`src/rtl/mem_arb_pkg.sv`:
```
// Shared encodings for the two-port memory arbiter: FSM states and port selects.
package mem_arb_pkg;

  typedef enum logic [1:0] {
    ST_IDLE = 2'd0,
    ST_BUSY = 2'd1,
    ST_RESP = 2'd2
  } state_e;

  typedef enum logic {
    PORT_I = 1'b0,
    PORT_D = 1'b1
  } port_e;

endpackage

```
`src/rtl/mem_arbiter.sv`:
```
// Round-robin arbiter sharing one slow line memory between the I-cache and D-cache.
// One transaction in flight; every output comes straight from a register.
module mem_arbiter
  import mem_arb_pkg::*;
#(
  parameter int LINE_W = 128,
  parameter int ADDR_W = 28
) (
  input  logic              clk,
  input  logic              rst_n,
  input  logic              i_mem_read,
  input  logic              i_mem_write,
  input  logic [ADDR_W-1:0] i_mem_addr,
  input  logic [LINE_W-1:0] i_mem_wdata,
  output logic [LINE_W-1:0] i_mem_rdata,
  output logic              i_mem_ready,
  input  logic              d_mem_read,
  input  logic              d_mem_write,
  input  logic [ADDR_W-1:0] d_mem_addr,
  input  logic [LINE_W-1:0] d_mem_wdata,
  output logic [LINE_W-1:0] d_mem_rdata,
  output logic              d_mem_ready,
  output logic              mem_read,
  output logic              mem_write,
  output logic [ADDR_W-1:0] mem_addr,
  output logic [LINE_W-1:0] mem_wdata,
  input  logic [LINE_W-1:0] mem_rdata,
  input  logic              mem_ready
);

  state_e              state_q, state_d;
  port_e               last_grant_q, last_grant_d;
  logic                mem_read_q, mem_read_d;
  logic                mem_write_q, mem_write_d;
  logic [ADDR_W-1:0]   mem_addr_q, mem_addr_d;
  logic [LINE_W-1:0]   mem_wdata_q, mem_wdata_d;
  logic                i_ready_q, i_ready_d;
  logic                d_ready_q, d_ready_d;
  logic [LINE_W-1:0]   i_rdata_q, i_rdata_d;
  logic [LINE_W-1:0]   d_rdata_q, d_rdata_d;

  logic                i_req, d_req, win_write;
  port_e               win;

  assign i_req = i_mem_read | i_mem_write;
  assign d_req = d_mem_read | d_mem_write;

  always_ff @(posedge clk or negedge rst_n) begin
    if (!rst_n) begin
      state_q      <= ST_IDLE;
      last_grant_q <= PORT_D;
      mem_read_q   <= 1'b0;
      mem_write_q  <= 1'b0;
      mem_addr_q   <= '0;
      mem_wdata_q  <= '0;
      i_ready_q    <= 1'b0;
      d_ready_q    <= 1'b0;
      i_rdata_q    <= '0;
      d_rdata_q    <= '0;
    end else begin
      state_q      <= state_d;
      last_grant_q <= last_grant_d;
      mem_read_q   <= mem_read_d;
      mem_write_q  <= mem_write_d;
      mem_addr_q   <= mem_addr_d;
      mem_wdata_q  <= mem_wdata_d;
      i_ready_q    <= i_ready_d;
      d_ready_q    <= d_ready_d;
      i_rdata_q    <= i_rdata_d;
      d_rdata_q    <= d_rdata_d;
    end
  end

  always_comb begin
    state_d      = state_q;
    last_grant_d = last_grant_q;
    mem_read_d   = mem_read_q;
    mem_write_d  = mem_write_q;
    mem_addr_d   = mem_addr_q;
    mem_wdata_d  = mem_wdata_q;
    i_ready_d    = i_ready_q;
    d_ready_d    = d_ready_q;
    i_rdata_d    = i_rdata_q;
    d_rdata_d    = d_rdata_q;
    win          = PORT_I;
    win_write    = 1'b0;

    case (state_q)
      ST_IDLE: begin
        if (i_req || d_req) begin
          // Contention goes to whichever port did not win last time.
          if (i_req && d_req) begin
            win = (last_grant_q == PORT_I) ? PORT_D : PORT_I;
          end else begin
            win = d_req ? PORT_D : PORT_I;
          end
          win_write    = (win == PORT_D) ? d_mem_write : i_mem_write;
          last_grant_d = win;
          mem_write_d  = win_write;
          mem_read_d   = !win_write;
          mem_addr_d   = (win == PORT_D) ? d_mem_addr : i_mem_addr;
          mem_wdata_d  = (win == PORT_D) ? d_mem_wdata : i_mem_wdata;
          state_d      = ST_BUSY;
        end
      end

      ST_BUSY: begin
        if (mem_ready) begin
          mem_read_d  = 1'b0;
          mem_write_d = 1'b0;
          // mem_read_q still carries the op of the transaction completing here.
          if (last_grant_q == PORT_D) begin
            d_ready_d = 1'b1;
            if (mem_read_q) d_rdata_d = mem_rdata;
          end else begin
            i_ready_d = 1'b1;
            if (mem_read_q) i_rdata_d = mem_rdata;
          end
          state_d = ST_RESP;
        end
      end

      ST_RESP: begin
        i_ready_d = 1'b0;
        d_ready_d = 1'b0;
        state_d   = ST_IDLE;
      end

      default: begin
        state_d = ST_IDLE;
      end
    endcase
  end

  assign mem_read    = mem_read_q;
  assign mem_write   = mem_write_q;
  assign mem_addr    = mem_addr_q;
  assign mem_wdata   = mem_wdata_q;
  assign i_mem_ready = i_ready_q;
  assign d_mem_ready = d_ready_q;
  assign i_mem_rdata = i_rdata_q;
  assign d_mem_rdata = d_rdata_q;

endmodule

```
`config.mk`:
```
export PLATFORM = sky130hd
export DESIGN_NAME = mem_arbiter
export DESIGN_NICKNAME = d
export VERILOG_FILES = /design/src/rtl/mem_arb_pkg.sv /design/src/rtl/mem_arbiter.sv
export SDC_FILE = /design/constraint.sdc
export NUM_CORES = 1
export LEC_CHECK = 0
export CAP_MARGIN = 15
export CORE_AREA = 2 2 341 343
export CTS_BUF_LIST = sky130_fd_sc_hd__clkbuf_16
export DETAILED_ROUTE_END_ITERATION = 8
export DIE_AREA = 0 0 343 345
export SYNTH_ARGS = -nofsm -noshare
export SYNTH_HDL_FRONTEND = slang
export SYNTH_SLANG_ARGS = --single-unit
```
`constraint.sdc`:
```
create_clock -name clk -period 3.2 [get_ports clk]
set_input_delay 0.96 -clock clk [delete_from_list [all_inputs] [get_ports clk]]
set_output_delay 0.96 -clock clk [all_outputs]
set_load 0.005 [all_outputs]
```
# --- After elaboration in Yosys (flattened, before gate mapping) ---
# Cells that the tools add are included.
word_totals:
  ramBits: 0
  romBits: 0
  in_bits: 447
  latch_bits: 0
  mem_count: 0
  register_bits: 419
  wordCells: 54
op_classes:
  reduce_logical: 13
  n_addsub: 0
  shifts: 0
  order_cmp: 0
  bitwise: 3
  n_div: 0
  n_mux: 22
  n_eq_ne: 6
  mul: 0
op_table:
  columns: ["op", "count"]
  rows:
  - ["$mux 128", 1]
  - ["$mux 28", 1]
  - ["$mux 1", 13]
  - ["$reduce_and 3->1", 3]
  - ["$ne 2x2->1 const B", 4]
  - ["$pmux 1 s2", 4]
  - ["$reduce_and 4->1", 2]
  - ["$mux 2", 2]
  - ["$pmux 2 s2", 1]
  - ["$reduce_and 2->1", 2]
  - ["$reduce_bool 2->1", 2]
  - ["$eq 2x1->1 const B", 1]
  - ["$eq 2x2->1 const B", 1]
  - ["$logic_not 2->1", 1]
  - ["$or 1x1->1", 2]
  - ["$logic_and 1x1->1", 1]
  - ["$logic_not 1->1", 1]
  - ["$logic_or 1x1->1", 1]
  - ["$not 1->1", 1]

# --- Depth between registers and ports, before layout ---
logic_depth:
  depth_word: 9
  ltp_mapped: 7

# --- Worst setup path before layout ---
# OpenSTA, ideal clock, no wires.
synth_timing:
  kind: "input to register"
  startpoint: "in mem_ready"
  endpoint: "reg i_rdata_q[107] (netlist: i_mem_rdata[107])"
  stages: 6
  setup_ps: 127
  arrival_ps: 1985
  required_time_ps: 3073
  n_path_buf: 2
  path_slack_ps: 1088
  path_cell_list: "nor2b_4 -> nand3_1 -> nor2_1 -> buf_4 -> buf_6 -> mux2_1"
synth_between:
  elab_chain_len: 1
synth_rtl:
  columns: ["item", "line_no", "rtl"]
  rows:
  - ["from (decl)", "mem_arbiter.sv:28", "input logic mem_ready"]
  - ["$reduce_and 4->1 (no line)", null, null]
  - ["to (signal assigned)", "mem_arbiter.sv:69", "i_rdata_q <= i_rdata_d;"]
  - ["to (decl)", "mem_arbiter.sv:39", "logic [LINE_W-1:0] i_rdata_q, i_rdata_d;"]
# No other way between the ends.
# A chain may end at the register's enable or synchronous reset.

# --- Final worst setup path ---
layout_timing:
  startpoint: "reg mem_wdata_q[64] (netlist: mem_wdata[64])"
  endpoint: "out mem_wdata[64]"
layout_rtl:
  columns: ["item", "line_no", "rtl"]
  rows:
  - ["from (decl)", "mem_arbiter.sv:36", "logic [LINE_W-1:0] mem_wdata_q, mem_wdata_d;"]
  - ["from (signal assigned)", "mem_arbiter.sv:66", "mem_wdata_q <= mem_wdata_d;"]
  - ["to (decl)", "mem_arbiter.sv:26", "output logic [LINE_W-1:0] mem_wdata,"]
# No word-level cell between the ends.

==> flow_metrics.env <==
export IMPL_crit_type="register to primary output"
export IMPL_final_core_util=0.257
export IMPL_ys_top_cells_by_area="dfrtp_1 61%, mux2_1 16%, a21oi_1 7.0%, a21oi_2 3.8%, nor2_1 3.5%"
export IMPL_final_common_cell="clkdlybuf4s50_1"
export IMPL_syn_area_um2=17300
export IMPL_max_freq_ghz=0.369
export IMPL_nNetsFinal=2763
export IMPL_fin_crit_sh=0.848
export IMPL_clk_path_buf_depth=3
export IMPL_portBuffers=862
export IMPL_ys_warn_count=0
export IMPL_grt_start_max_net_pins=80
export IMPL_route_detailed_drc=0
export IMPL_worst_path_max_fanout=2
export IMPL_num_io_pins=863
export IMPL_path_clk_slew_ps=60
export IMPL_cellPowerDensity_nw_per_um2=944
export IMPL_htree_levels=2
export IMPL_cp_required_ps=2240
export IMPL_hold_path_class="input pin to asynchronous set/reset pin"
export IMPL_grt_pass1_wl_mm=111
export IMPL_antenna_found_initial=24
export IMPL_yosys_area_top_type="dfrtp_1"
export IMPL_finClkSkew_ps=16.6
export IMPL_yosysTopAreaCellShare=0.606
export IMPL_cts_resized=0
export IMPL_fp_dieW_um=343
export IMPL_diodes=0
export IMPL_fillerInstances=12200
export IMPL_cts_buffers=48
export IMPL_hpwl_mm=64.5
export IMPL_r2r_end="i_mem_rdata[21]"
export IMPL_slew_headroom=0.650
export IMPL_setup_tns_ps=0
export IMPL_cp_arrival_ps=1750
export IMPL_hold_buffers=0
export IMPL_period_needed_ps=2710
export IMPL_gp_congestion=0.903
export IMPL_r2r_slack_ps=1180
export IMPL_reg2reg_from="state_q[1]"
export IMPL_seqCellArea_um2=10500
export IMPL_slowest_stage="clkdlybuf4s50_1"
export IMPL_synthDistinctLibCells=27
export IMPL_die_area_um2=118000
export IMPL_crit_path_end_kind="primary output"
export IMPL_drt_iter0_drc=786
export IMPL_maxCapViolCount=0
export IMPL_clock_sinks=419
export IMPL_firstDrtPassIters=5
export IMPL_cp_buffers_inverters=1
export IMPL_final_cell_mix="861 x clkdlybuf4s50_1, 418 x dfrtp_1, 240 x a21oi_1, 240 x mux2_1"
export IMPL_syn_inst=1428
export IMPL_leakage_nw=12.1
export IMPL_routed_wl_mm=79.4
export IMPL_insertion_delay_ps=610
export IMPL_drtAntennaViolNets=0
export IMPL_grt_pass1_vias=15200
export IMPL_maxSlewViolCount=0
export IMPL_dpl_cell_count=3790
export IMPL_instances_no_fill=3878
export IMPL_core_area_um2=115000
export IMPL_syn_avg_cell_area_um2=12.1
export IMPL_overflow=0
export IMPL_crit_chain="clkdlybuf4s50_1"
export IMPL_viasPerCell=3.77
export IMPL_reg2reg_depth=6
export IMPL_synth_seq_area_share=0.607
export IMPL_critical_path_top_delay_family="buffers and inverters"
export IMPL_syn_num_nets=1875
export IMPL_syn2layout_area_growth_pct=71.3
export IMPL_post_cts_buffers=0
export IMPL_ir_drop_uv=418
export IMPL_max_stage_delay_ps=700
export IMPL_rows=125
export IMPL_initial_core_util=0.150
export IMPL_status="finished clean"
export IMPL_grt_util_all_layers=0.130
export IMPL_setup_viol=0
export IMPL_hold_viol=0
export IMPL_via_count=14600
export IMPL_synth_seq_cells=419
export IMPL_root_buffer="clkbuf_16"
export IMPL_detail_route_wl_per_cell_um=20.5
export IMPL_fp_dieH_um=345
export IMPL_rsz0062_at_grt="false"
export IMPL_tightestPinTransition_ps=524
export IMPL_cts_tree="done"
export IMPL_drive_gt1_frac=0.0986
export IMPL_multi_input_area_um2=6090
export IMPL_total_power_mw=27.9
export IMPL_worstSetupStartpointType="register"
-- cells in the mapped netlist --
library cell  count
a211o_1           1
o22ai_1           2
buf_6            34
mux2_2           16
buf_2            44
dfrtp_1         418
nor2b_4           1
o21ai_1           4
and2b_1           1
nor2_1          159
a21o_1            1
buf_1             6
nand4_1           1
nand2_1         158
o31ai_1           1
a21oi_1         240
a21oi_2          75
a211oi_2          1
inv_1             6
a31oi_1           1
dfstp_2           1
and3_1            1
mux2_1          240
nand3_1           2
nand2b_1          1
buf_4             7
clkbuf_1          6
-- worst max-delay path by stage --
stage | startpoint | end | slack (ps) | cells after the start
global route | mem_wdata[43] | mem_wdata[43] | 390 | 1
detailed placement | mem_ready | i_mem_rdata[12] | 200 | 7
global placement | mem_ready | i_mem_rdata[71] | 230 | 7
finish | mem_wdata[64] | mem_wdata[64] | 490 | 1
CTS | mem_wdata[51] | mem_wdata[51] | 350 | 1
floorplan | mem_ready | i_mem_rdata[107] | 1090 | 6
-- metrics by stage --
stage,hold WS [ps],setup WS [ps],area (µm²)
2_1_floorplan,481,1090,17300
3_3_place_gp,467,230,28000
3_5_place_dp,474,202,28000
4_1_cts,242,351,29600
5_1_grt,260,388,29600
6_report,261,487,29600
-- power by group --
| part | leakage (nW) | switching (mW) | internal (mW) |
|---|---|---|---|
| registers | 5.00 | 1.63 | 7.96 |
| clock network | 0.811 | 2.32 | 3.18 |
| logic | 6.25 | 5.62 | 7.22 |
-- layout make-up --
cell class | instances | area share
inverter | 6 | 0.000762
tap | 1524 | 0.0645
multi-input combinational | 906 | 0.206
timing repair buffer | 935 | 0.322
sequential | 419 | 0.355
clock inverter | 39 | 0.0108
clock buffer | 49 | 0.0415
-- per-layer routing --
metal,wire (µm),part of all wire,GRT usage
met2,35500,0.45,0.203
met3,7480,0.094,0.0482
met5,107,0.0013,0
met1,32900,0.41,0.160
met4,3360,0.042,0.0526
-- cells by family after synthesis --
| logic type | count (synthesis) | synth area share |
|---|---|---|
| compound gates | 326 | 0.112 |
| buf+inv | 103 | 0.0419 |
| flops | 419 | 0.607 |
| mux | 256 | 0.167 |
| simple gates | 324 | 0.0718 |
-- state kept, by name (all words and copies together) (netlist names) --
name and count:
mem_addr 28, mem_read 1, d_mem_ready 1, mem_write 1, d_mem_rdata 128, i_mem_ready 1, mem_wdata 128, state_q 2
last_grant_q 1, i_mem_rdata 128
Note: power is estimated with default switching activity, not from simulation.
